===== config.mk =====
export PLATFORM = sky130hd
export DESIGN_NAME = bus_range_remap_pipe
export DESIGN_NICKNAME = d
export VERILOG_FILES = /design/src/rtl/bus_range_remap_pkg.sv /design/src/rtl/bus_range_remap_pipe_stage.sv /design/src/rtl/bus_range_remap_pipe.sv
export SDC_FILE = /design/constraint.sdc
export NUM_CORES = 1
export LEC_CHECK = 0
export BUFFER_PORTS_ARGS = -buffer_cell sky130_fd_sc_hd__buf_2
export CORE_ASPECT_RATIO = 1.1
export CORE_UTILIZATION = 50
export CTS_CLUSTER_DIAMETER = 40
export CTS_CLUSTER_SIZE = 10
export DETAILED_ROUTE_END_ITERATION = 10
export PLACE_DENSITY_LB_ADDON = 0.3
export SKIP_LAST_GASP = 1
export SYNTH_ARGS = -nofsm -noshare
export SYNTH_HDL_FRONTEND = slang
export SYNTH_SLANG_ARGS = --single-unit

===== constraint.sdc =====
create_clock -name clk -period 3 [get_ports clk]
set_input_delay 0.6 -clock clk [delete_from_list [all_inputs] [get_ports clk]]
set_output_delay 0.6 -clock clk [all_outputs]
set_load 0.03 [all_outputs]

===== src/rtl/bus_range_remap_pkg.sv =====
// bus_range_remap_pkg: shared helpers for mapping declared bus indices
// onto packed bit positions (position 0 holds the LSB-side declared index).
package bus_range_remap_pkg;

    localparam string MODE_INDEX    = "INDEX";
    localparam string MODE_POSITION = "POSITION";

    localparam int CNT_W = 16;

    function automatic int range_width(int msb, int lsb);
        return (msb >= lsb) ? (msb - lsb + 1) : (lsb - msb + 1);
    endfunction

    // Packed position of declared index idx in a bus [msb:lsb], or -1.
    function automatic int index_to_pos(int idx, int msb, int lsb);
        int pos;
        pos = -1;
        if (msb >= lsb) begin
            if (idx >= lsb && idx <= msb)
                pos = idx - lsb;
        end else begin
            if (idx >= msb && idx <= lsb)
                pos = lsb - idx;
        end
        return pos;
    endfunction

    function automatic int pos_to_index(int pos, int msb, int lsb);
        return (msb >= lsb) ? (lsb + pos) : (lsb - pos);
    endfunction

endpackage


===== src/rtl/bus_range_remap_pipe_stage.sv =====
// remap_stage: one elastic register stage; it loads whenever it is empty
// or its own contents leave this cycle, so bubbles collapse.
module remap_stage
    import bus_range_remap_pkg::*;
#(
    parameter int W = 1
) (
    input  logic         clk,
    input  logic         rst_n,
    input  logic         i_flush,
    input  logic         i_valid,
    output logic         o_ready,
    input  logic [W-1:0] i_data,
    output logic         o_valid,
    input  logic         i_ready,
    output logic [W-1:0] o_data
);

    logic         r_valid;
    logic [W-1:0] r_data;
    logic         w_adv;
    logic         w_load;

    assign w_adv   = r_valid & i_ready;
    assign o_ready = (~r_valid | w_adv) & ~i_flush;
    assign w_load  = o_ready & i_valid;

    always_ff @(posedge clk or negedge rst_n) begin
        if (!rst_n)
            r_valid <= 1'b0;
        else if (i_flush)
            r_valid <= 1'b0;
        else if (o_ready)
            r_valid <= i_valid;
    end

    // Data path carries no reset; the valid flag qualifies it.
    always_ff @(posedge clk) begin
        if (w_load)
            r_data <= i_data;
    end

    assign o_valid = r_valid;
    assign o_data  = r_data;

endmodule


===== src/rtl/bus_range_remap_pipe.sv =====
// bus_range_remap_pipe: elastic multi-lane pipe moving [I_MSB:I_LSB] lanes
// onto [O_MSB:O_LSB] lanes. Optional beat counter: BUS_RANGE_REMAP_CNT_EN.
module bus_range_remap_pipe
    import bus_range_remap_pkg::*;
#(
    parameter int    I_MSB    = 2,
    parameter int    I_LSB    = -2,
    parameter int    O_MSB    = -2,
    parameter int    O_LSB    = 2,
    parameter int    CHANNELS = 2,
    parameter int    DEPTH    = 2,
    parameter string MODE     = "INDEX",
    parameter logic  FILL     = 1'b0
) (
    input  logic clk,
    input  logic rst_n,
    input  logic flush,
    input  logic in_valid,
    output logic in_ready,
    input  logic [CHANNELS*range_width(I_MSB, I_LSB)-1:0] in_data,
    output logic out_valid,
    input  logic out_ready,
    output logic [CHANNELS*range_width(O_MSB, O_LSB)-1:0] out_data
`ifdef BUS_RANGE_REMAP_CNT_EN
    ,
    input  logic             count_clr,
    output logic [CNT_W-1:0] beat_count
`endif
);

    localparam int  WI       = range_width(I_MSB, I_LSB);
    localparam int  WO       = range_width(O_MSB, O_LSB);
    localparam int  WD       = CHANNELS * WO;
    localparam bit  IS_INDEX = (MODE == MODE_INDEX);
    localparam bit  IS_POS   = (MODE == MODE_POSITION);

    if (!IS_INDEX && !IS_POS) begin : g_bad_mode
        $error("bus_range_remap_pipe: MODE must be INDEX or POSITION");
    end

    logic [WD-1:0] w_remap;
    logic          w_valid [DEPTH+1];
    logic          w_ready [DEPTH+1];
    logic [WD-1:0] w_data  [DEPTH+1];

    // Pure wiring: each output bit picks one input bit or the fill value.
    for (genvar c = 0; c < CHANNELS; c++) begin : g_lane
        for (genvar p = 0; p < WO; p++) begin : g_bit
            localparam int OIDX = pos_to_index(p, O_MSB, O_LSB);
            localparam int IP   = IS_INDEX ?
                                  index_to_pos(OIDX, I_MSB, I_LSB) :
                                  ((p < WI) ? p : -1);
            if (IP >= 0) begin : g_src
                assign w_remap[c*WO+p] = in_data[c*WI+IP];
            end else begin : g_fill
                assign w_remap[c*WO+p] = FILL;
            end
        end
    end

    assign w_valid[0]     = in_valid;
    assign w_data[0]      = w_remap;
    assign w_ready[DEPTH] = out_ready;

    for (genvar k = 0; k < DEPTH; k++) begin : g_stage
        remap_stage #(
            .W (WD)
        ) u_stage (
            .clk     (clk),
            .rst_n   (rst_n),
            .i_flush (flush),
            .i_valid (w_valid[k]),
            .o_ready (w_ready[k]),
            .i_data  (w_data[k]),
            .o_valid (w_valid[k+1]),
            .i_ready (w_ready[k+1]),
            .o_data  (w_data[k+1])
        );
    end

    assign in_ready  = w_ready[0];
    assign out_valid = w_valid[DEPTH];
    // Idle output reads as zero since stage data is never reset.
    assign out_data  = w_valid[DEPTH] ? w_data[DEPTH] : '0;

`ifdef BUS_RANGE_REMAP_CNT_EN
    logic             w_out_xfer;
    logic [CNT_W-1:0] r_beat_count;

    assign w_out_xfer = w_valid[DEPTH] & out_ready;

    always_ff @(posedge clk or negedge rst_n) begin
        if (!rst_n)
            r_beat_count <= '0;
        else if (count_clr)
            r_beat_count <= '0;
        else if (w_out_xfer && (r_beat_count != {CNT_W{1'b1}}))
            r_beat_count <= r_beat_count + 1'b1;
    end

    assign beat_count = r_beat_count;
`endif

endmodule


==> metrics.txt, run 1 <==
outcome finished, final reports clean; Worst-Margin Slew ~880 ps; GP Congestion approximately 0.73; #FFs+latches synth 22; critical path endpoint category output pin; most frequent cell after synthesis edfxtp_1; clock latency on the worst-skew pair 300 ps; number of synthesized flops with an enable pin 20; total power ~0.6 mW; max-cap viol count 0; all-layer global routing usage between 10 and 15%; Avg Synthesized Cell Area 19.0 µm²; clk slew on worst S/H paths approximately 110 ps; fin. max-slew vios 0; top cells by count, synth edfxtp_1, and2_1, a21oi_1, dfrtp_1; drt total wl 998 µm; placed cell area 933 µm²; CTS Buf Count 3; critical path startpoint category register; RSZ-0062 raised after global routing false; share of layout cells above drive strength 1 a little under half; Synth Net Count 56; Synth async-reset ratio a little under a tenth; worst slack, placed 1020 ps; routed len/inst approximately 11 µm; Site Rows 14; I/O pins 27; synth warn 0; Slew headroom a little over 40%; worst setup margin between 1000 and 1500 ps; routed via count between 400 and 500; largest net degree at the start of global routing 14; die area ~1700 µm²; H-tree depth 1; setup bufs post-CTS 0; vias in the first global route ~360; fillcell total about 110; first-pass GRT wire length 1550 µm; CTS Buffer Depth 2; CTS Hold Buffers Added 0; Area growth, synth to finish 26.3%; Die X between 30 and 40 µm; Synth top area share between 70% and 80%; chip height around 43 µm; largest cells by area after synthesis edfxtp_1, and2_1, dfrtp_1; Worst Skew about 2.0 ps; Pwr Density 617 nW/µm²; initial antenna violation count 0; Largest stage delay, worst path 540 ps; ANT cells 0; grt total ovfl 0; Top Family by Delay on Critical Path flip-flops; kind of critical path register to output pin; Post-DP HPWL 755 µm; CTS tree done; sequential area share after synthesis between 80% and 90%; Post-route DRC 0; Netlist cell types 11; multi-input logic area 125 µm²; Crit path buffers/inverters 1; peak supply drop 0.308 mV; setup violators final 0; Final min period 1930 ps; Initial Util a little under three fifths; Worst Path Arrival around 1300 ps; CTS sink cnt 22; CTS Root Cell clkbuf_4; Synth Cell Area between 700 and 800 µm²; Cells after DPL between 80 and 90; critical path data required time around 2400 ps; Hold Vio Cnt, Final 0; Routed Antenna Nets 0; Avg Vias per Cell about 5; Hold Crit Class input port to async pin; top_reg_cell synth edfxtp_1; Reg area 651 µm²; Yosys top cell by area edfxtp_1; Finished Layout Cells 87; LEAKAGE ~0.41 nW; slowest library cell on the worst path dfrtp_1; final net count 87; Resize count post-CTS 0; Final TNS setup 0 ps; cells after synthesis between 40 and 50; Fmax a little over 0.5 GHz; IO buf count 26; drt pass-1 iters 4; crit-path cells nor2b_4, a21oi_1, buf_2; Max FO, Critical Path 13; Tcrit/Tclk final 64.3%; Final Cell Area around 990 µm²; Core Footprint about 1400 µm²; Initial DRC Count 5
## state kept, by name, indices dropped and copies added (netlist names)
register,flops
g_stage.u_stage.o_valid,2
g_stage.u_stage.o_data,20
## layout make-up
cell class                 instances  share of cell area, %
timing repair buffer              27                   14.0
tap                               16                   2.03
clock inverter                     1                   3.05
clock buffer                       3                   2.28
sequential                        22                   66.0
multi-input combinational         18                   12.7
## routing by layer
layer	track usage, %	vias up	part of all wire (%)
li1	-	210	-
met1	16.4	191	40
met2	23.9	25	50
met3	4.62	3	6.5
met4	8.28	0	2.7
met5	0	-	0
## cells by family (layout without fill, tap and decap cells)
logic type             Yosys count  after routing  share of synthesized area [%]
DFF                             22             22                           83.3
and+or+nand+nor                 15             15                           13.5
AOI/OAI and AO/OA                3              3                           2.56
buffers and inverters            1             31                          0.640
## per-stage QoR
step / utilization [%] / hold WS, ps
detailed placement: 65.8 / 397
global placement: 65.8 / 386
floorplan: - / 304
global route: 69.5 / 47.4
finish: 69.5 / 63.6
CTS: 69.5 / 54.6
## path summary, 6_finish.rpt
| path | start | to | slack, ps | cells after the start |
|---|---|---|---|---|
| setup / recovery | g_stage[1].u_stage.o_valid | in_ready | 1070 | 3 |
| hold reg to reg | g_stage[0].u_stage.o_data[8] | g_stage[1].u_stage.o_data[8] | 430 | 0 |
| setup reg to reg | g_stage[1].u_stage.o_valid | g_stage[0].u_stage.o_data[0] | 1240 | 2 |
| max in group asynchronous | rst_n | g_stage[1].u_stage.o_valid | 2840 | 1 |
| hold / removal | rst_n | g_stage[0].u_stage.o_valid | 60 | 1 |
| min in group clk | g_stage[0].u_stage.o_data[8] | g_stage[1].u_stage.o_data[8] | 430 | 0 |
## report_power, final
group          leakage (nW)  internal [mW]  switching [mW]  total (mW)
logic                 0.174         0.0163          0.0244      0.0407
registers             0.212          0.347         0.00511       0.352
clock network        0.0279          0.135          0.0806       0.216
## placed cells by master, fill, tap and decap left out
master | Yosys | routed
nor2b_4 | 1 | 1
bufinv_16 | 0 | 1
nand4bb_1 | 1 | 1
o21ba_2 | 1 | 1
nand2_1 | 1 | 1
and2_1 | 10 | 10
nand2b_1 | 1 | 1
clkbuf_4 | 0 | 3
a21oi_1 | 2 | 2
nor3b_1 | 1 | 1
buf_2 | 0 | 26
edfxtp_1 | 20 | 20
buf_4 | 0 | 1
dfrtp_1 | 2 | 2
Power figures use the tool's default switching activity.
==> run 2: changes to the inputs <==
- ABC_AREA: not set -> 1
- CORE_UTILIZATION: 50 -> 47
- clock period: 3 -> 2 ns (I/O delays scaled with it)
==> metrics.txt, run 2 <==
CTS tree done; Netlist cell types 11 (unchanged); routed via count 440 (+2.6%); Largest register FFs 20 (unchanged); Final min period about 1600 ps; reg-to-reg endpoint g_stage[0].u_stage.o_data[6]; first-pass GRT wire length 1390 µm (-10%); Core Footprint 1610 µm² (+14%); drt total wl 810 µm (-19%); Hold Crit Class input port to register; final net count 108 (+24%); Worst-Margin Slew 145 ps (-735 ps); CTS sink cnt 22 (unchanged); IO buf count 26 (unchanged); outcome finished, final reports clean; most frequent cells in the layout buf_2, edfxtp_1, inv_2; Worst Skew 4.28 ps (+2.28 ps); H-tree depth 1 (unchanged); Synth async-reset ratio 9.09% (unchanged); setup violators final 0 (unchanged); max-cap viol count 0 (unchanged); RSZ-0062 raised after global routing false; hold depth 1; peak supply drop 0.542 mV (+76%); clock latency on the worst-skew pair 300 ps (about the same); largest net degree at the start of global routing 14 (unchanged); vias in the first global route 349 (-2.5%); GR peak layer met2; die area 1950 µm² (+13%); Area growth, synth to finish 26.9%; worst slack, placed 686 ps (-332 ps); Finished Core Util 65.8% (-3.7 points); Post-DP HPWL 625 µm (-17%); Initial Util 51.9% (-3.2 points); I/O pins 27 (unchanged); FF-to-FF Start g_stage[1].u_stage.o_valid; CTS Buffer Depth 2 (unchanged); drt pass-1 iters 3 (-1); Largest stage delay, worst path 410 ps (-130 ps); sequential area share after synthesis 77.7% (-5.6 points); largest cells by area after synthesis edfxtp_1, nand2_2, dfrtp_1; Yosys top cell by area edfxtp_1; kind of critical path register to output pin; number of synthesized flops with an enable pin 20 (unchanged); clk slew on worst S/H paths 110 ps (about the same); reg2reg setup slack 870 ps (-370 ps); met3 usage in global routing 3.53% (-1.1 points); multi-input logic area 119 µm² (-5.0%); CTS Buf Count 3 (unchanged); chip height 46.3 µm (+6.5%); all-layer global routing usage 10.3% (-4.4 points); met1 Use GR 12.8% (-3.6 points); Tcrit/Tclk final roughly four fifths; fin. max-slew vios 0 (unchanged); Top Family by Delay on Critical Path buffers and inverters; Post-route DRC 0 (unchanged); Hold Vio Cnt, Final 0 (unchanged); Die X 42.2 µm (+6.5%); cells after synthesis 59 (+44%); Pwr Density 872 nW/µm² (+41%); total power 0.927 mW (+52%); Synth Cell Area 837 µm² (+7.2%); hold worst-path end g_stage[0].u_stage.o_data[1]; Final TNS setup 0 ps (unchanged); slowest library cell on the worst path dfrtp_1; Synth Net Count 74 (+32%); Avg Synthesized Cell Area 14.2 µm² (-25%); LEAKAGE 0.514 nW (+24%); Reg area 651 µm² (unchanged); most frequent cell after synthesis edfxtp_1; Routed Antenna Nets 0 (unchanged); Avg Vias per Cell 4.04 (-18%); Slew headroom 90.4% (+49 points); Worst Path Arrival 1210 ps (-120 ps); FF-to-FF path depth 4 (+2); Max FO, Critical Path 10 (-3); critical path data required time 1600 ps (-800 ps); grt total ovfl 0 (unchanged); top cells by count, synth edfxtp_1, inv_2, nand2_2, nand2_1, inv_1; final hold slack 268 ps (+205 ps); Initial DRC Count 4 (-1); Synth top area share 71.7% (-5.2 points); critical path endpoint category output pin; HP Start in_data[3]; Crit path buffers/inverters 3 (+2); routed len/inst 7.43 µm (-35%); #FFs+latches synth 22 (unchanged); fillcell total 121 (+14%); GRT met2 Usage 14.2% (-9.8 points); top_reg_cell synth edfxtp_1; worst setup margin 393 ps (-678 ps); Resize count post-CTS 0 (unchanged); share of layout cells above drive strength 1 62.0% (+15 points); synth warn 0 (unchanged); Fmax 0.622 GHz; initial antenna violation count 0 (unchanged); critical path startpoint category register; GP Congestion 0.659 (-9.2%); crit-path cells buf_4, nand2_2, inv_2, buf_2; Site Rows 15 (+1); CTS Root Cell clkbuf_4; most common cell after layout, fill and taps aside buf_2; ANT cells 0 (unchanged)
-- run 2: cells by family after synthesis --
| kind of cell | after synthesis | share of synthesized area, % |
|---|---|---|
| buffers and inverters | 16 | 8.07 |
| AND/OR/NAND/NOR | 21 | 14.2 |
| flip-flops | 22 | 77.7 |
-- run 2: worst register-to-register path, delay by kind of cell, from the launching register on --
kind	cells	cell delay (ps)
flip-flops	1	430
buffers and inverters	1	180
AND/OR/NAND/NOR	3	240
-- run 2: worst max path at each step --
stage                                           from                           end  slack [ps]  cells past startpoint
after floorplan           g_stage[1].u_stage.o_valid  g_stage[0].u_stage.o_data[0]         470                      3
after global placement                     out_ready                      in_ready         700                      6
after detailed placement                   out_ready                      in_ready         690                      6
after CTS                 g_stage[1].u_stage.o_valid                   out_data[1]         380                      4
after global routing      g_stage[1].u_stage.o_valid                   out_data[1]         310                      4
final                     g_stage[1].u_stage.o_valid                   out_data[1]         390                      4
-- run 2: layout make-up --
type / instances / share of cell area (%)
timing repair buffer: 30 / 15.3
inverter: 15 / 5.30
multi-input combinational: 21 / 11.2
clock buffer: 3 / 2.12
clock inverter: 1 / 2.83
sequential: 22 / 61.2
tap: 17 / 2.00
-- run 2: what timing repair did --
item / in CTS / in global routing
setup buffers: 0 / 0
hold buffers: 1 / 0
endpoints found under the hold margin: 2 / 0
-- run 2: per-stage QoR --
step / std cells / area (µm²)
2_1_floorplan: 59 / 837
3_3_place_gp: 104 / 1000
3_5_place_dp: 104 / 1000
4_1_cts: 109 / 1060
5_1_grt: 109 / 1060
6_report: 109 / 1060
-- run 2: report_power, final --
group,leakage (nW),internal [mW],switching [mW]
Combinational,0.274,0.0284,0.0491
Sequential,0.212,0.521,0.00629
Clock,0.0279,0.202,0.120
Total,0.514,0.752,0.175
-- run 2: metal layers --
metal,share of wire [%],up-vias
met2,46,16
met1,45,169
met5,0,-
met3,7.7,2
met4,1.1,0
li1,-,253
==> run 3: changes to the inputs <==
- ABC_AREA: 1 -> 0
- CORE_UTILIZATION: 47 -> 46
- clock period: 2 -> 1.6 ns (I/O delays scaled with it)
==> metrics.txt, run 3 (synthesized netlist as in run 1, its figures left out) <==
largest net degree at the start of global routing 13 (-1); Clock Power Share 23.5% (-11 points); RSZ-0062 raised after global routing false; most common cell after layout, fill and taps aside buf_2; Area growth, synth to finish 27.4%; routed via count 408 (-7.3%); CTS tree done; Core Footprint 1580 µm² (-2.3%); CTS sink cnt 22 (unchanged); drt total wl 902 µm (+11%); setup violators final 0 (unchanged); max-cap viol count 0 (unchanged); critical path startpoint category register; Tcrit/Tclk final 92.2%; Hold Crit Class input port to register; Max FO, Critical Path 12 (+2); Die X 41.3 µm (-2.3%); Initial DRC Count 4 (unchanged); chip height 45.2 µm (-2.3%); Worst-Margin Slew 226 ps (+81.8 ps); CTS Buf Count 3 (unchanged); kind of critical path register to output pin; met3 usage in global routing 4.43% (+0.90 points); clock latency on the worst-skew pair 290 ps (about the same); Pwr Density 975 nW/µm² (+12%); GR peak layer met2; Post-route DRC 0 (unchanged); Largest register FFs 20 (unchanged); first-pass GRT wire length 1150 µm (-17%); Reg power frac 67.7% (+11 points); I/O pins 27 (unchanged); GRT met2 Usage 15.3% (+1.2 points); Final TNS setup 0 ps (unchanged); routed len/inst 9.91 µm (+33%); grt total ovfl 0 (unchanged); setup bufs post-CTS 0 (unchanged); Worst Skew 2.21 ps (-2.07 ps); final net count 90 (-17%); initial antenna violation count 0 (unchanged); final hold slack 199 ps (-69.1 ps); Fmax just under 0.7 GHz; Sw Share 19.9% (+0.99 points); CTS Root Cell clkbuf_4; met1 Use GR 12.0% (-0.82 points); Avg Vias per Cell 4.48 (+11%); die area 1870 µm² (-4.5%); LEAKAGE 0.418 nW (-19%); outcome finished, final reports clean; P_sw 0.193 mW (+10%); clk slew on worst S/H paths 100 ps (about the same); Worst Path Arrival 1150 ps (-60 ps); Comb power frac 8.9% (+0.5 points); IO buf count 26 (unchanged); vias in the first global route 289 (-17%); Resize count post-CTS 0 (unchanged); share of layout cells above drive strength 1 48.6% (-13 points); Routed Antenna Nets 0 (unchanged); Site Rows 15 (unchanged); all-layer global routing usage 10.2% (-0.057 points); critical path data required time 1280 ps (-320 ps); CTS Hold Buffers Added 1 (unchanged); most frequent cells in the layout buf_2, edfxtp_1, and2_1; CTS Buffer Depth 2 (unchanged); drt pass-1 iters 4 (+1); Hold Vio Cnt, Final 0 (unchanged); peak supply drop 0.726 mV (+34%); Slew headroom 84.9% (-5.5 points); GP Congestion 0.660 (about the same); Final min period roughly 1500 ps; H-tree depth 1 (unchanged); Initial Util 49.5% (-2.3 points); critical path endpoint category output pin; Internal 0.777 mW (+3.4%); ANT cells 0 (unchanged); fin. max-slew vios 0 (unchanged)
run 3: final timing paths:
path | start | endpoint | slack [ps] | cells after the start
max in group asynchronous | rst_n | g_stage[0].u_stage.o_valid | 1150 | 2
min reg2reg | g_stage[0].u_stage.o_data[7] | g_stage[1].u_stage.o_data[7] | 430 | 0
max reg2reg | g_stage[1].u_stage.o_valid | g_stage[0].u_stage.o_data[8] | 370 | 3
min | in_data[7] | g_stage[0].u_stage.o_data[7] | 200 | 1
min in group asynchronous | rst_n | g_stage[1].u_stage.o_valid | 350 | 2
max | g_stage[1].u_stage.o_valid | out_data[4] | 130 | 3
run 3: cell type report:
class / instances / area, µm²
Multi-Input combinational cell: 18 / 134
Clock inverter: 1 / 3.75
Tap cell: 17 / 21.3
Timing Repair Buffer: 30 / 163
Sequential cell: 22 / 651
Fill cell: 129 / 582
Clock buffer: 3 / 22.5
run 3: stage by stage:
| step | instances | setup WS (ps) | total power [mW] | util [%] | area [µm²] |
|---|---|---|---|---|---|
| 2_1_floorplan | 41 | 61.7 | 0.716 | - | 790 |
| 6_report | 91 | 125 | 0.970 | 63.1 | 995 |
| 3_5_place_dp | 86 | 277 | 0.754 | 60.8 | 958 |
| 5_1_grt | 91 | 61.4 | 1.01 | 63.1 | 995 |
| 4_1_cts | 91 | 102 | 0.984 | 63.1 | 995 |
| 3_3_place_gp | 86 | 295 | 0.753 | 60.8 | 958 |
run 3: power by group through the flow:
stage          Sequential, mW  Combinational, mW  Clock, mW
2_1_floorplan           0.671             0.0444          0
3_3_place_gp            0.669             0.0838          0
3_5_place_dp            0.670             0.0849          0
4_1_cts                 0.657             0.0869      0.240
5_1_grt                 0.658             0.0937      0.261
6_report                0.656             0.0861      0.228
run 3: routing by layer:
| metal | vias to the layer above | routed length, µm |
|---|---|---|
| li1 | 214 | - |
| met1 | 171 | 383 |
| met2 | 23 | 439 |
| met3 | 0 | 78 |
| met4 | 0 | 0 |
| met5 | - | 0 |
run 3: critical path, stage by stage, from the launching register on:
cell	delay, ps
dfrtp_1	380
buf_4	160
and2_1	150
buf_2	170
